## config.mk

```make
export PLATFORM = sky130hd
export DESIGN_NAME = prog_loader_flat
export DESIGN_NICKNAME = d
export VERILOG_FILES = /design/src/rtl/prog_loader_if.sv /design/src/rtl/prog_loader.sv /design/src/flat_wrapper.sv
export SDC_FILE = /design/constraint.sdc
export NUM_CORES = 1
export LEC_CHECK = 0
export ABC_AREA = 1
export BUFFER_PORTS_ARGS = -buffer_cell sky130_fd_sc_hd__buf_4
export CAP_MARGIN = 20
export CORE_MARGIN = 2
export CORE_UTILIZATION = 55
export CTS_BUF_LIST = sky130_fd_sc_hd__clkbuf_4 sky130_fd_sc_hd__clkbuf_8 sky130_fd_sc_hd__clkbuf_16
export DETAILED_ROUTE_END_ITERATION = 16
export GPL_TIMING_DRIVEN = 0
export PLACE_DENSITY = 0.86
export SLEW_MARGIN = 25
export SYNTH_ARGS = -nofsm -noshare
export SYNTH_HDL_FRONTEND = slang
export SYNTH_SLANG_ARGS = --single-unit
export TNS_END_PERCENT = 5
```

## constraint.sdc

```tcl
create_clock -name clk -period 4.9 [get_ports clk]
set_input_delay 0.49 -clock clk [delete_from_list [all_inputs] [get_ports clk]]
set_output_delay 0.49 -clock clk [all_outputs]
set_load 0.05 [all_outputs]
```

## src/rtl/prog_loader_if.sv

```systemverilog
// Word-stream and instruction-memory write bundle shared by the program loader and its neighbours.
interface prog_loader_if #(
  parameter int DATAW = 32,
  parameter int ADDRW = 12
);
  logic [DATAW-1:0] din;
  logic             valid;
  logic             restart;
  logic             we;
  logic [ADDRW-1:0] waddr;
  logic [DATAW-1:0] wdata;
  logic             busy;
  logic             done;
  logic             err;

  modport master (
    output din, valid, restart,
    input  we, waddr, wdata, busy, done, err
  );

  modport slave (
    input  din, valid, restart,
    output we, waddr, wdata, busy, done, err
  );
endinterface

```

## src/rtl/prog_loader.sv

```systemverilog
// Length-prefixed program image loader: first word is N, next N words go to imem addresses 0..N-1.
// Optional trailing checksum word is enabled with `define PROG_LOADER_CHECKSUM_EN.
module prog_loader #(
  parameter int DATAW = 32,
  parameter int ADDRW = 12
) (
  input  logic         clk,
  input  logic         rst,
  prog_loader_if.slave bus
);

  localparam int CW = ADDRW + 1;
  localparam logic [DATAW-1:0] CAP = DATAW'(1) << ADDRW;

  typedef enum logic [1:0] {IDLE, LOAD, CHECK, DONE} state_t;

  state_t           state_p0, state_nx;
  logic [CW-1:0]    cnt_p0, cnt_nx;
  logic [CW-1:0]    rem_p0, rem_nx;
  logic             we_nx;
  logic [ADDRW-1:0] waddr_nx;
  logic [DATAW-1:0] wdata_nx;
  logic             busy_nx, done_nx, err_nx;
`ifdef PROG_LOADER_CHECKSUM_EN
  logic [DATAW-1:0] acc_p0, acc_nx;
`endif

  function automatic logic oversize(input logic [DATAW-1:0] n);
    return n > CAP;
  endfunction

  always_comb begin
    state_nx = state_p0;
    cnt_nx   = cnt_p0;
    rem_nx   = rem_p0;
    we_nx    = 1'b0;
    waddr_nx = bus.waddr;
    wdata_nx = bus.wdata;
    err_nx   = bus.err;
`ifdef PROG_LOADER_CHECKSUM_EN
    acc_nx   = acc_p0;
`endif
    case (state_p0)
      IDLE: begin
        if (bus.valid) begin
          if (bus.din == '0) begin
            state_nx = DONE;
            err_nx   = 1'b0;
          end else if (oversize(bus.din)) begin
            state_nx = DONE;
            err_nx   = 1'b1;
          end else begin
            state_nx = LOAD;
            rem_nx   = bus.din[CW-1:0];
            cnt_nx   = '0;
`ifdef PROG_LOADER_CHECKSUM_EN
            acc_nx   = '0;
`endif
          end
        end
      end
      LOAD: begin
        if (bus.valid) begin
          we_nx    = 1'b1;
          waddr_nx = cnt_p0[ADDRW-1:0];
          wdata_nx = bus.din;
          cnt_nx   = cnt_p0 + CW'(1);
          rem_nx   = rem_p0 - CW'(1);
`ifdef PROG_LOADER_CHECKSUM_EN
          acc_nx   = acc_p0 + bus.din;
`endif
          // Last payload word leaves LOAD in the same edge its write is issued.
          if (rem_p0 == CW'(1)) begin
`ifdef PROG_LOADER_CHECKSUM_EN
            state_nx = CHECK;
`else
            state_nx = DONE;
`endif
            err_nx   = 1'b0;
          end
        end
      end
      CHECK: begin
`ifdef PROG_LOADER_CHECKSUM_EN
        if (bus.valid) begin
          state_nx = DONE;
          err_nx   = (bus.din != acc_p0);
        end
`else
        state_nx = IDLE;
`endif
      end
      DONE: begin
        // restart takes priority; a coincident valid word is dropped.
        if (bus.restart) begin
          state_nx = IDLE;
          err_nx   = 1'b0;
          cnt_nx   = '0;
`ifdef PROG_LOADER_CHECKSUM_EN
          acc_nx   = '0;
`endif
        end
      end
      default: state_nx = IDLE;
    endcase
    busy_nx = (state_nx == LOAD) || (state_nx == CHECK);
    done_nx = (state_nx == DONE);
  end

  always_ff @(posedge clk or negedge rst) begin
    if (!rst) begin
      state_p0  <= IDLE;
      cnt_p0    <= '0;
      rem_p0    <= '0;
      bus.we    <= 1'b0;
      bus.waddr <= '0;
      bus.wdata <= '0;
      bus.busy  <= 1'b0;
      bus.done  <= 1'b0;
      bus.err   <= 1'b0;
`ifdef PROG_LOADER_CHECKSUM_EN
      acc_p0    <= '0;
`endif
    end else begin
      state_p0  <= state_nx;
      cnt_p0    <= cnt_nx;
      rem_p0    <= rem_nx;
      bus.we    <= we_nx;
      bus.waddr <= waddr_nx;
      bus.wdata <= wdata_nx;
      bus.busy  <= busy_nx;
      bus.done  <= done_nx;
      bus.err   <= err_nx;
`ifdef PROG_LOADER_CHECKSUM_EN
      acc_p0    <= acc_nx;
`endif
    end
  end

endmodule

```

## src/flat_wrapper.sv

```systemverilog
// flat-port wrapper written by rule: the top's interface ports become plain ports
module prog_loader_flat 
#(
  parameter int DATAW = 32,
  parameter int ADDRW = 12
)
  (clk, rst, bus_din, bus_valid, bus_restart, bus_we, bus_waddr, bus_wdata, bus_busy, bus_done, bus_err);
  prog_loader_if #(.DATAW(DATAW), .ADDRW(ADDRW)) bus_i ();
  input  logic clk;
  input  logic rst;
  input wire logic [$bits(bus_i.din)-1:0] bus_din;
  input wire logic [$bits(bus_i.valid)-1:0] bus_valid;
  input wire logic [$bits(bus_i.restart)-1:0] bus_restart;
  output wire logic [$bits(bus_i.we)-1:0] bus_we;
  output wire logic [$bits(bus_i.waddr)-1:0] bus_waddr;
  output wire logic [$bits(bus_i.wdata)-1:0] bus_wdata;
  output wire logic [$bits(bus_i.busy)-1:0] bus_busy;
  output wire logic [$bits(bus_i.done)-1:0] bus_done;
  output wire logic [$bits(bus_i.err)-1:0] bus_err;
  assign bus_i.din = bus_din;
  assign bus_i.valid = bus_valid;
  assign bus_i.restart = bus_restart;
  assign bus_we = bus_i.we;
  assign bus_waddr = bus_i.waddr;
  assign bus_wdata = bus_i.wdata;
  assign bus_busy = bus_i.busy;
  assign bus_done = bus_i.done;
  assign bus_err = bus_i.err;
  prog_loader #(.DATAW(DATAW), .ADDRW(ADDRW)) u_core (.clk(clk), .rst(rst), .bus(bus_i));
endmodule
```

==> results_dict.tcl, run 1 <==
set metrics [dict create \
    run_status "finished, final reports clean" \
    core-area_um2 6720 \
    yosysUniqueCellTypes 32 \
    rsz0062_at_grt "no" \
    dp_hpwl_mm 6.97 \
    wl_per_cell_um 14.2 \
    worst_pin_slew_ns 0.909 \
    p_leak_uw 0.00257 \
    tns_ns 0 \
    swShare_pct 43.2 \
    top_layer_used "met4" \
    hold_viol 0 \
    start_util_pct 56.5 \
    antenna_found_initial 0 \
    worstPathRequired_ns 5.13 \
    post-route-period-util_pct 39.4 \
    syn_area_um2 3800 \
    io_pins 84 \
    ys_dominant_reg_cell "dfrtp_1" \
    internal_power_uw 1400 \
    grt_pass1_wl_mm 16.4 \
    post_drt_via_cell_ratio 5.35 \
    place_congestion 0.921 \
    postCtsHoldBufs 0 \
    dr.first_iter.drc_count 232 \
    maxSlewHeadroom_pct 39.4 \
    cp_slowest_cell "dfrtp_1" \
    synth_area_leaders "dfrtp_1, nand2_1, nor2_1, nand3_1, inv_1" \
    seqPwrFrac_pct 36.7 \
    yosysTopAreaCellShare_pct 49.4 \
    synth-edff-count 0 \
    worstPathMaxFanout 10 \
    drc_errors 0 \
    power_density_nw_per_um2 519 \
    switching_power_uw 1060 \
    path_buf_inv 3 \
    first_global_vias 3476 \
    post-route-min-period_ns 1.93 \
    num_rows 30 \
    seqCellArea_um2 1880 \
    clock_path_buffers 2 \
    synth-async-reset-ratio_pct 100 \
    clk_latency_ns 0.35 \
    peakVddDrop_uv 298 \
    cts_sinks 75 \
    whs_ns 0.273 \
    slew_viol_final 0 \
    wl_met2_mm 4.52 \
    cp-start-kind "register" \
    cts-resized-gates 0 \
    root_buffer "clkbuf_8" \
    max_freq_mhz 519 \
    cts_tree "built" \
    clk_pin_slew_ns 0.07 \
    ant_nets 0 \
    finalSetupViolCount 0 \
    critPathMaxStageDelay_ns 0.47 \
    syn2layout_area_growth_pct 25.0 \
    syn_avg_cell_area_um2 7.44 \
    syn_nets 550 \
    synth_cells 510 \
    cts_htree_levels 3 \
    crit_family "flip-flops" \
    crit_path_end_kind "register" \
    diodes 0 \
    synth_commonest_cells "nand2_1, dfrtp_1, nor2_1, nand3_1, inv_1" \
    clock_power_share_pct 21.7 \
    dieArea_um2 7580 \
    yosysMostFrequentCell "nand2_1" \
    overflow 0 \
    die_h_um 87.1 \
    worstSetupPathType "register to register" \
    io_buffers 83 \
    met1Wirelength_mm 4.28 \
    grt_usage_pct 27.9 \
    finalWirelength_mm 9.82 \
    p_comb_share_pct 41.7 \
    drt_pass1_iterations 5 \
    final_nets 644 \
    cts_inserted_buffers 9 \
    cts_setup_buffers 0 \
    die_w_um 87.1 \
    routed-wl-met3_um 831 \
    worst_hold_path_type "input pin to asynchronous set/reset pin" \
    max_cap_viol_count 0 \
    cp.arrival_ns 2.16 \
    num-fill-cells 557 \
    vias 3684 \
    yosys_register_bits 75 \
    layout-drive-gt1-share_pct 21.2 \
    ys_seq_area_share_pct 49.4 \
    grt_max_degree 76 \
    crit_chain "nor2_4, inv_2, nor2_4, inv_2, buf_2, o22ai_1, o21bai_1, ha_1" \
    ys_warn_count 0 \
    post-synth-top-area-cell "dfrtp_1" \
    fin_worst_skew_ns 0.00740 \
    multiInputGateArea_um2 1690 \
]
power groups by stage:
stage | clock network, µW | registers (µW) | logic [µW]
after global routing | 572 | 920 | 1130
after detailed placement | 0 | 908 | 1020
after global placement | 0 | 901 | 995
final | 533 | 902 | 1020
after CTS | 538 | 898 | 1030
after floorplan | 0 | 1150 | 468
worst reg2reg max path, cell delays in order (launching register included):
cell and delay (ns):
dfrtp_1 0.47, nor2_4 0.23, inv_2 0.14, nor2_4 0.14, inv_2 0.08, buf_2 0.21
o22ai_1 0.15, o21bai_1 0.15, ha_1 0.26
sequential cells by signal (all words and copies together), names as in the netlist:
register	flops
u_core.bus.waddr	12
u_core.bus.done	1
u_core.rem_p0	13
u_core.bus.we	1
u_core.bus.busy	1
u_core.bus.err	1
u_core.state_p0	2
u_core.cnt_p0	12
u_core.bus.wdata	32
worst paths after layout:
kind,start,endpoint,slack [ns],depth (start not counted)
worst max-delay path,u_core.state_p0[1]$_DFF_PN0_,u_core.bus.busy$_DFF_PN0_,2.97,8
worst min-delay path,rst,u_core.bus.wdata[20]$_DFFE_PN0P_,0.27,1
worst max register to register,u_core.state_p0[1]$_DFF_PN0_,u_core.bus.busy$_DFF_PN0_,2.97,8
worst min register to register,u_core.bus.wdata[18]$_DFFE_PN0P_,u_core.bus.wdata[18]$_DFFE_PN0P_,0.47,2
max in group asynchronous,rst,u_core.bus.wdata[2]$_DFFE_PN0P_,4.05,1
min in group clk,bus_din[20],u_core.bus.wdata[20]$_DFFE_PN0P_,0.36,3
stage by stage:
step                util, %  worst slack (ns)  total power, µW  std cells  area, µm²
finish                 70.6              2.97             2460        689       4740
floorplan                 -              3.18             1610        510       3800
global placement       67.3              2.83             1900        673       4520
detailed placement     67.3              2.74             1930        673       4520
CTS                    70.6              2.98             2460        689       4740
global route           70.6              2.86             2620        689       4740
metal layers:
layer,track usage [%],up-vias
met5,0,-
met4,12.2,0
met3,3.79,16
met2,43.8,179
met1,38.8,1705
li1,-,1784
area by class of cell:
class,count,area share (%)
inverter,34,2.69
clock buffer,10,2.90
multi-input combinational,383,35.5
tap,80,2.11
buffer,18,2.24
clock inverter,6,1.82
sequential,75,39.6
timing repair buffer,83,13.1
cell families after synthesis:
| group | Yosys count | share of synthesized area [%] |
|---|---|---|
| AND/OR/NAND/NOR | 338 | 36.7 |
| flip-flops | 75 | 49.4 |
| XOR/XNOR | 7 | 1.62 |
| AO/OA/AOI/OAI | 34 | 4.81 |
| adder cells (fa/ha/maj) | 4 | 1.32 |
| buffers and inverters | 52 | 6.16 |
cells in the final DEF, fill, tap and decap left out, drive strengths merged, types with 2 or more instances in the layout:
cell	count
a21oi	6
nand3	42
xor2	5
clkbuf	12
o21ai	22
dfrtp	75
nand2	220
clkinv	2
xnor2	2
bufinv	2
inv	35
nor3	7
nand4	5
ha	4
nor2	62
buf	99
No activity file was read; power rests on OpenSTA's default activity.
==> run 2, diff against run 1 <==
Settings changed: CORE_UTILIZATION 55 to 54, PLACE_DENSITY 0.86 to 0.85.
Clock period 4.9 ns to 1.9 ns, I/O delays scaled along.
==> results_dict.tcl, run 2 (same netlist as run 1, synthesis figures left out) <==
set metrics [dict create \
    run_status "finished, final reports clean" \
    r2r_slack_ns 0.13 \
    largestRegisters "u_core.bus.wdata x32, u_core.rem_p0 x13" \
    io_buffers 83 \
    cp-start-kind "register" \
    crit_family "flip-flops" \
    switching_power_uw 2710 \
    max_freq_mhz 566 \
    whs_ns 0.0397 \
    path_buf_inv 3 \
    cts_htree_levels 3 \
    post_drt_via_cell_ratio 5.18 \
    num_rows 30 \
    root_buffer "clkbuf_8" \
    worstPathRequired_ns 2.13 \
    cp.arrival_ns 2.00 \
    fin_util_pct 70.6 \
    layout-drive-gt1-share_pct 21.7 \
    clock_power_share_pct 21.6 \
    grt_pass1_wl_mm 16.0 \
    path_depth 8 \
    syn2layout_area_growth_pct 26.3 \
    die_h_um 87.8 \
    p_leak_uw 0.00257 \
    clk_pin_slew_ns 0.08 \
    max_cap_viol_count 0 \
    power_density_nw_per_um2 1320 \
    clock_path_buffers 2 \
    peakVddDrop_uv 653 \
    overflow 0 \
    antenna_found_initial 0 \
    core-area_um2 6790 \
    worstPathMaxFanout 10 \
    cp_slowest_cell "dfrtp_2" \
    drc_errors 0 \
    clk_latency_ns 0.35 \
    die_w_um 87.8 \
    seqPwrFrac_pct 36.7 \
    drt_pass1_iterations 5 \
    grt_max_degree 76 \
    maxSlewHeadroom_pct 54.9 \
    swShare_pct 42.8 \
    internal_power_uw 3620 \
    top_register "u_core.bus.wdata" \
    post-route-period-util_pct 93.0 \
    post-route-min-period_ns 1.77 \
    wl_per_cell_um 13.8 \
    critPathMaxStageDelay_ns 0.46 \
    cts_tree "built" \
    worst_hold_path_type "input pin to register" \
    worstHoldStart "bus_din[30]" \
    dr.first_iter.drc_count 242 \
    r2r_end "u_core.bus.busy$_DFF_PN0_" \
    worst_pin_slew_ns 0.677 \
    crit_chain "nor2_4, inv_2, nor2_4, inv_2, clkbuf_4, o22ai_1, o21bai_1, ha_1" \
    cts_sinks 75 \
    worstHoldEndpoint "u_core.bus.wdata[30]$_DFFE_PN0P_" \
    dieArea_um2 7720 \
    final_nets 647 \
    p_comb_share_pct 41.7 \
    grt_usage_pct 26.5 \
    timing.rr.start "u_core.state_p0[1]$_DFF_PN0_" \
    cts_inserted_buffers 9 \
    start_util_pct 55.9 \
    largest_reg_flops 32 \
    fin_worst_skew_ns 0.0104 \
    r2r.worst_path.cells 8 \
    worstSetupPathType "register to register" \
    min_path_cells 3 \
    hold_viol 0 \
    crit_path_end_kind "register" \
    first_global_vias 3445 \
    layout_common_cells "nand2_1, buf_4, dfrtp_1" \
    slew_viol_final 0 \
    vias 3665 \
    rsz0062_at_grt "no" \
    place_congestion 0.875 \
    ant_nets 0 \
    final_common_cell "nand2_1" \
    diodes 0 \
    finalSetupViolCount 0 \
    io_pins 84 \
    finalWirelength_mm 9.74 \
    dp_hpwl_mm 6.99 \
]
run 2: changes by cell type in the layout (fill, tap and decap cells not counted), sizes merged:
cell         delta
clkinvlp        +1
buf             +1
inv             -1
dlygate4sd3     +1
clkinv          -2
clkbuf          +3
run 2: worst max path at each step:
stage	startpoint	to
floorplan	u_core.state_p0[1]$_DFF_PN0_	u_core.bus.busy$_DFF_PN0_
global placement	u_core.state_p0[1]$_DFF_PN0_	u_core.bus.busy$_DFF_PN0_
detailed placement	u_core.state_p0[1]$_DFF_PN0_	u_core.bus.busy$_DFF_PN0_
CTS	u_core.state_p0[1]$_DFF_PN0_	u_core.bus.busy$_DFF_PN0_
global route	u_core.state_p0[1]$_DFF_PN0_	u_core.bus.busy$_DFF_PN0_
finish	u_core.state_p0[1]$_DFF_PN0_	u_core.bus.busy$_DFF_PN0_
run 2: layout make-up:
type,count,area [µm²]
plain buffers,18,109
repair buffers,86,652
inverters,34,128
clock buffers,12,146
clock inverters,4,75.1
well taps,96,120
flip-flops and latches,75,1880
multi-input cells,383,1690
fillers,545,2000
run 2: per-layer routing:
| metal | track usage (%) | wire length, µm |
|---|---|---|
| met1 | 36.3 | 4270 |
| met2 | 41.9 | 4480 |
| met3 | 4.62 | 772 |
| met4 | 10.8 | 214 |
| met5 | 0 | 0 |
run 2: repair_timing:
item,in CTS,in global routing
pin swaps,1,0
endpoints found under the setup margin,1,2
hold buffers,0,1
resized for setup,0,3
setup buffers,2,0
cloned,0,0
endpoints found under the hold margin,0,75
run 2: tightest hold or removal path: cells and delay by family:
family,cells,cell delay (ns)
and+or+nand+nor,2,0.09
buffers and inverters,1,0.08
run 2: stage by stage:
stage / setup slack, ns / TNS (ns) / std cells / power [µW] / cell area (µm²)
5_1_grt: 0.00277 / 0 / 708 / 6740 / 4800
2_1_floorplan: 0.295 / 0 / 510 / 4160 / 3800
4_1_cts: 0.0605 / 0 / 707 / 6330 / 4780
3_5_place_dp: -0.0209 / -0.0209 / 689 / 4950 / 4540
3_3_place_gp: 0.0272 / 0 / 689 / 4880 / 4540
6_report: 0.134 / 0 / 708 / 6330 / 4800
run 2: power groups by stage:
stage / Sequential [µW] / Clock, µW / Combinational [µW]
floorplan: 2960 / 0 / 1210
global placement: 2330 / 0 / 2560
detailed placement: 2340 / 0 / 2610
CTS: 2320 / 1380 / 2630
global route: 2380 / 1450 / 2910
finish: 2320 / 1370 / 2640
==> run 3, diff against run 2 <==
Settings changed: CORE_UTILIZATION 54 to 55, CTS_BUF_LIST sky130_fd_sc_hd__clkbuf_4 sky130_fd_sc_hd__clkbuf_8 sky130_fd_sc_hd__clkbuf_16 to sky130_fd_sc_hd__clkbuf_4, PLACE_DENSITY 0.85 to 0.86.
==> results_dict.tcl, run 3 (same netlist as run 1, synthesis figures left out) <==
set metrics [dict create \
    wl_per_cell_um 14.5 \
    worstSetupPathType "input pin to register" \
    clk_pin_slew_ns 0.12 \
    slew_viol_final 0 \
    ant_nets 0 \
    layout-drive-gt1-share_pct 21.6 \
    power_density_nw_per_um2 1240 \
    core-area_um2 6720 \
    final_common_cell "nand2_1" \
    worstPathMaxFanout 10 \
    crit_path_end_kind "register" \
    die_w_um 87.1 \
    max_freq_mhz 559 \
    whs_ns 0.0169 \
    internal_power_uw 3410 \
    post_drt_via_cell_ratio 5.32 \
    dieArea_um2 7580 \
    finalWirelength_mm 10.4 \
    rsz0062_at_grt "yes" \
    worst_pin_slew_ns 0.932 \
    swShare_pct 44.8 \
    cp-start-kind "input pin" \
    antenna_found_initial 0 \
    final_nets 673 \
    post-route-min-period_ns 1.79 \
    fin_worst_skew_ns 0.00752 \
    p_comb_share_pct 44.2 \
    dp_hpwl_mm 6.97 \
    io_pins 84 \
    vias 3823 \
    top_register "u_core.bus.wdata" \
    num_rows 30 \
    dpl_cell_area_um2 4520 \
    cp.arrival_ns 2.10 \
    diodes 0 \
    largestRegisters "u_core.bus.wdata x32, u_core.rem_p0 x13" \
    cts_inserted_buffers 9 \
    design_area_um2 5000 \
    worstPathRequired_ns 2.21 \
    place_congestion 0.921 \
    finalSetupViolCount 0 \
    drc_errors 0 \
    first_global_vias 3609 \
    die_h_um 87.1 \
    p_leak_uw 0.00267 \
    grt_pass1_wl_mm 17.1 \
    maxSlewHeadroom_pct 37.9 \
    clk_latency_ns 0.42 \
    run_status "finished, final reports clean" \
    drt_pass1_iterations 5 \
    worst_hold_path_type "input pin to register" \
    seqPwrFrac_pct 37.7 \
    layout_common_cells "nand2_1, buf_4, dfrtp_1" \
    num-fill-cells 512 \
    syn2layout_area_growth_pct 31.6 \
    root_buffer "clkbuf_4" \
    post-route-period-util_pct 94.2 \
    hold_viol 0 \
    grt_max_degree 76 \
    power_uw 6180 \
    cts_htree_levels 3 \
    tns_ns 0 \
    overflow 0 \
    cts_sinks 75 \
    start_util_pct 56.5 \
    peakVddDrop_uv 690 \
    max_cap_viol_count 0 \
    clock_path_buffers 2 \
    clock_power_share_pct 18.1 \
    io_buffers 83 \
    cts_tree "built" \
    switching_power_uw 2770 \
    largest_reg_flops 32 \
    dr.first_iter.drc_count 236 \
    grt_usage_pct 29.3 \
]
run 3: critical path, cell delays in order:
cell           delay [ns]
dlygate4sd3_1        0.55
buf_4                0.15
nor2_1               0.10
nand2_1              0.10
nor2_2               0.14
nand2_1              0.06
nand2_1              0.11
nand3_2              0.11
nand2_4              0.09
buf_6                0.15
o21bai_2             0.07
ha_1                 0.27
run 3: worst paths after layout:
| path | from | end | slack, ns | cells past startpoint |
|---|---|---|---|---|
| setup / recovery | bus_din[3] | u_core.bus.busy$_DFF_PN0_ | 0.11 | 12 |
| setup reg to reg | u_core.state_p0[0]$_DFF_PN0_ | u_core.bus.busy$_DFF_PN0_ | 0.11 | 9 |
| hold / removal | bus_din[8] | u_core.bus.wdata[8]$_DFFE_PN0P_ | 0.02 | 3 |
| max in group asynchronous | rst | u_core.state_p0[1]$_DFF_PN0_ | 0.81 | 2 |
| min in group asynchronous | rst | u_core.bus.err$_DFFE_PN0P_ | 0.47 | 2 |
| hold reg to reg | u_core.bus.wdata[18]$_DFFE_PN0P_ | u_core.bus.wdata[18]$_DFFE_PN0P_ | 0.49 | 2 |
run 3: cell type report:
cell class                 count  area, µm²  area share, %
buffer                        18        113           2.25
tap                           80        100           2.00
sequential                    75       1880           37.6
clock inverter                 7       90.1           1.80
clock buffer                   9       67.6           1.35
multi-input combinational    383       1700           34.1
timing repair buffer         112        913           18.3
inverter                      34        130           2.60
run 3: what timing repair did:
item / in CTS / in global routing
resized for setup: 1 / 9
endpoints found under the hold margin: 97 / 1
buffers inserted: 0 / 5
pin swaps: 0 / 1
setup endpoints to repair: 1 / 3
hold buffers: 23 / 1
run 3: through the flow:
stage / utilization, % / setup WS (ns) / instances
final: 74.4 / 0.110 / 718
after CTS: 73.1 / 0.000165 / 712
after global routing: 74.4 / -0.0252 / 718
after floorplan: - / 0.295 / 510
after global placement: 67.3 / 0.0126 / 673
after detailed placement: 67.3 / -0.00230 / 673
run 3: power by group through the flow:
stage               combinational (µW)  sequential (µW)  clock (µW)
floorplan                         1210             2960           0
global placement                  2570             2320           0
detailed placement                2630             2340           0
CTS                               2670             2310        1120
global route                      3020             2380        1210
finish                            2730             2330        1120
run 3: layer usage:
metal / track usage (%) / wire [µm]
met1: 39.8 / 4610
met3: 5.21 / 684
met2: 46.6 / 4920
met5: 0 / 0
met4: 11.8 / 201
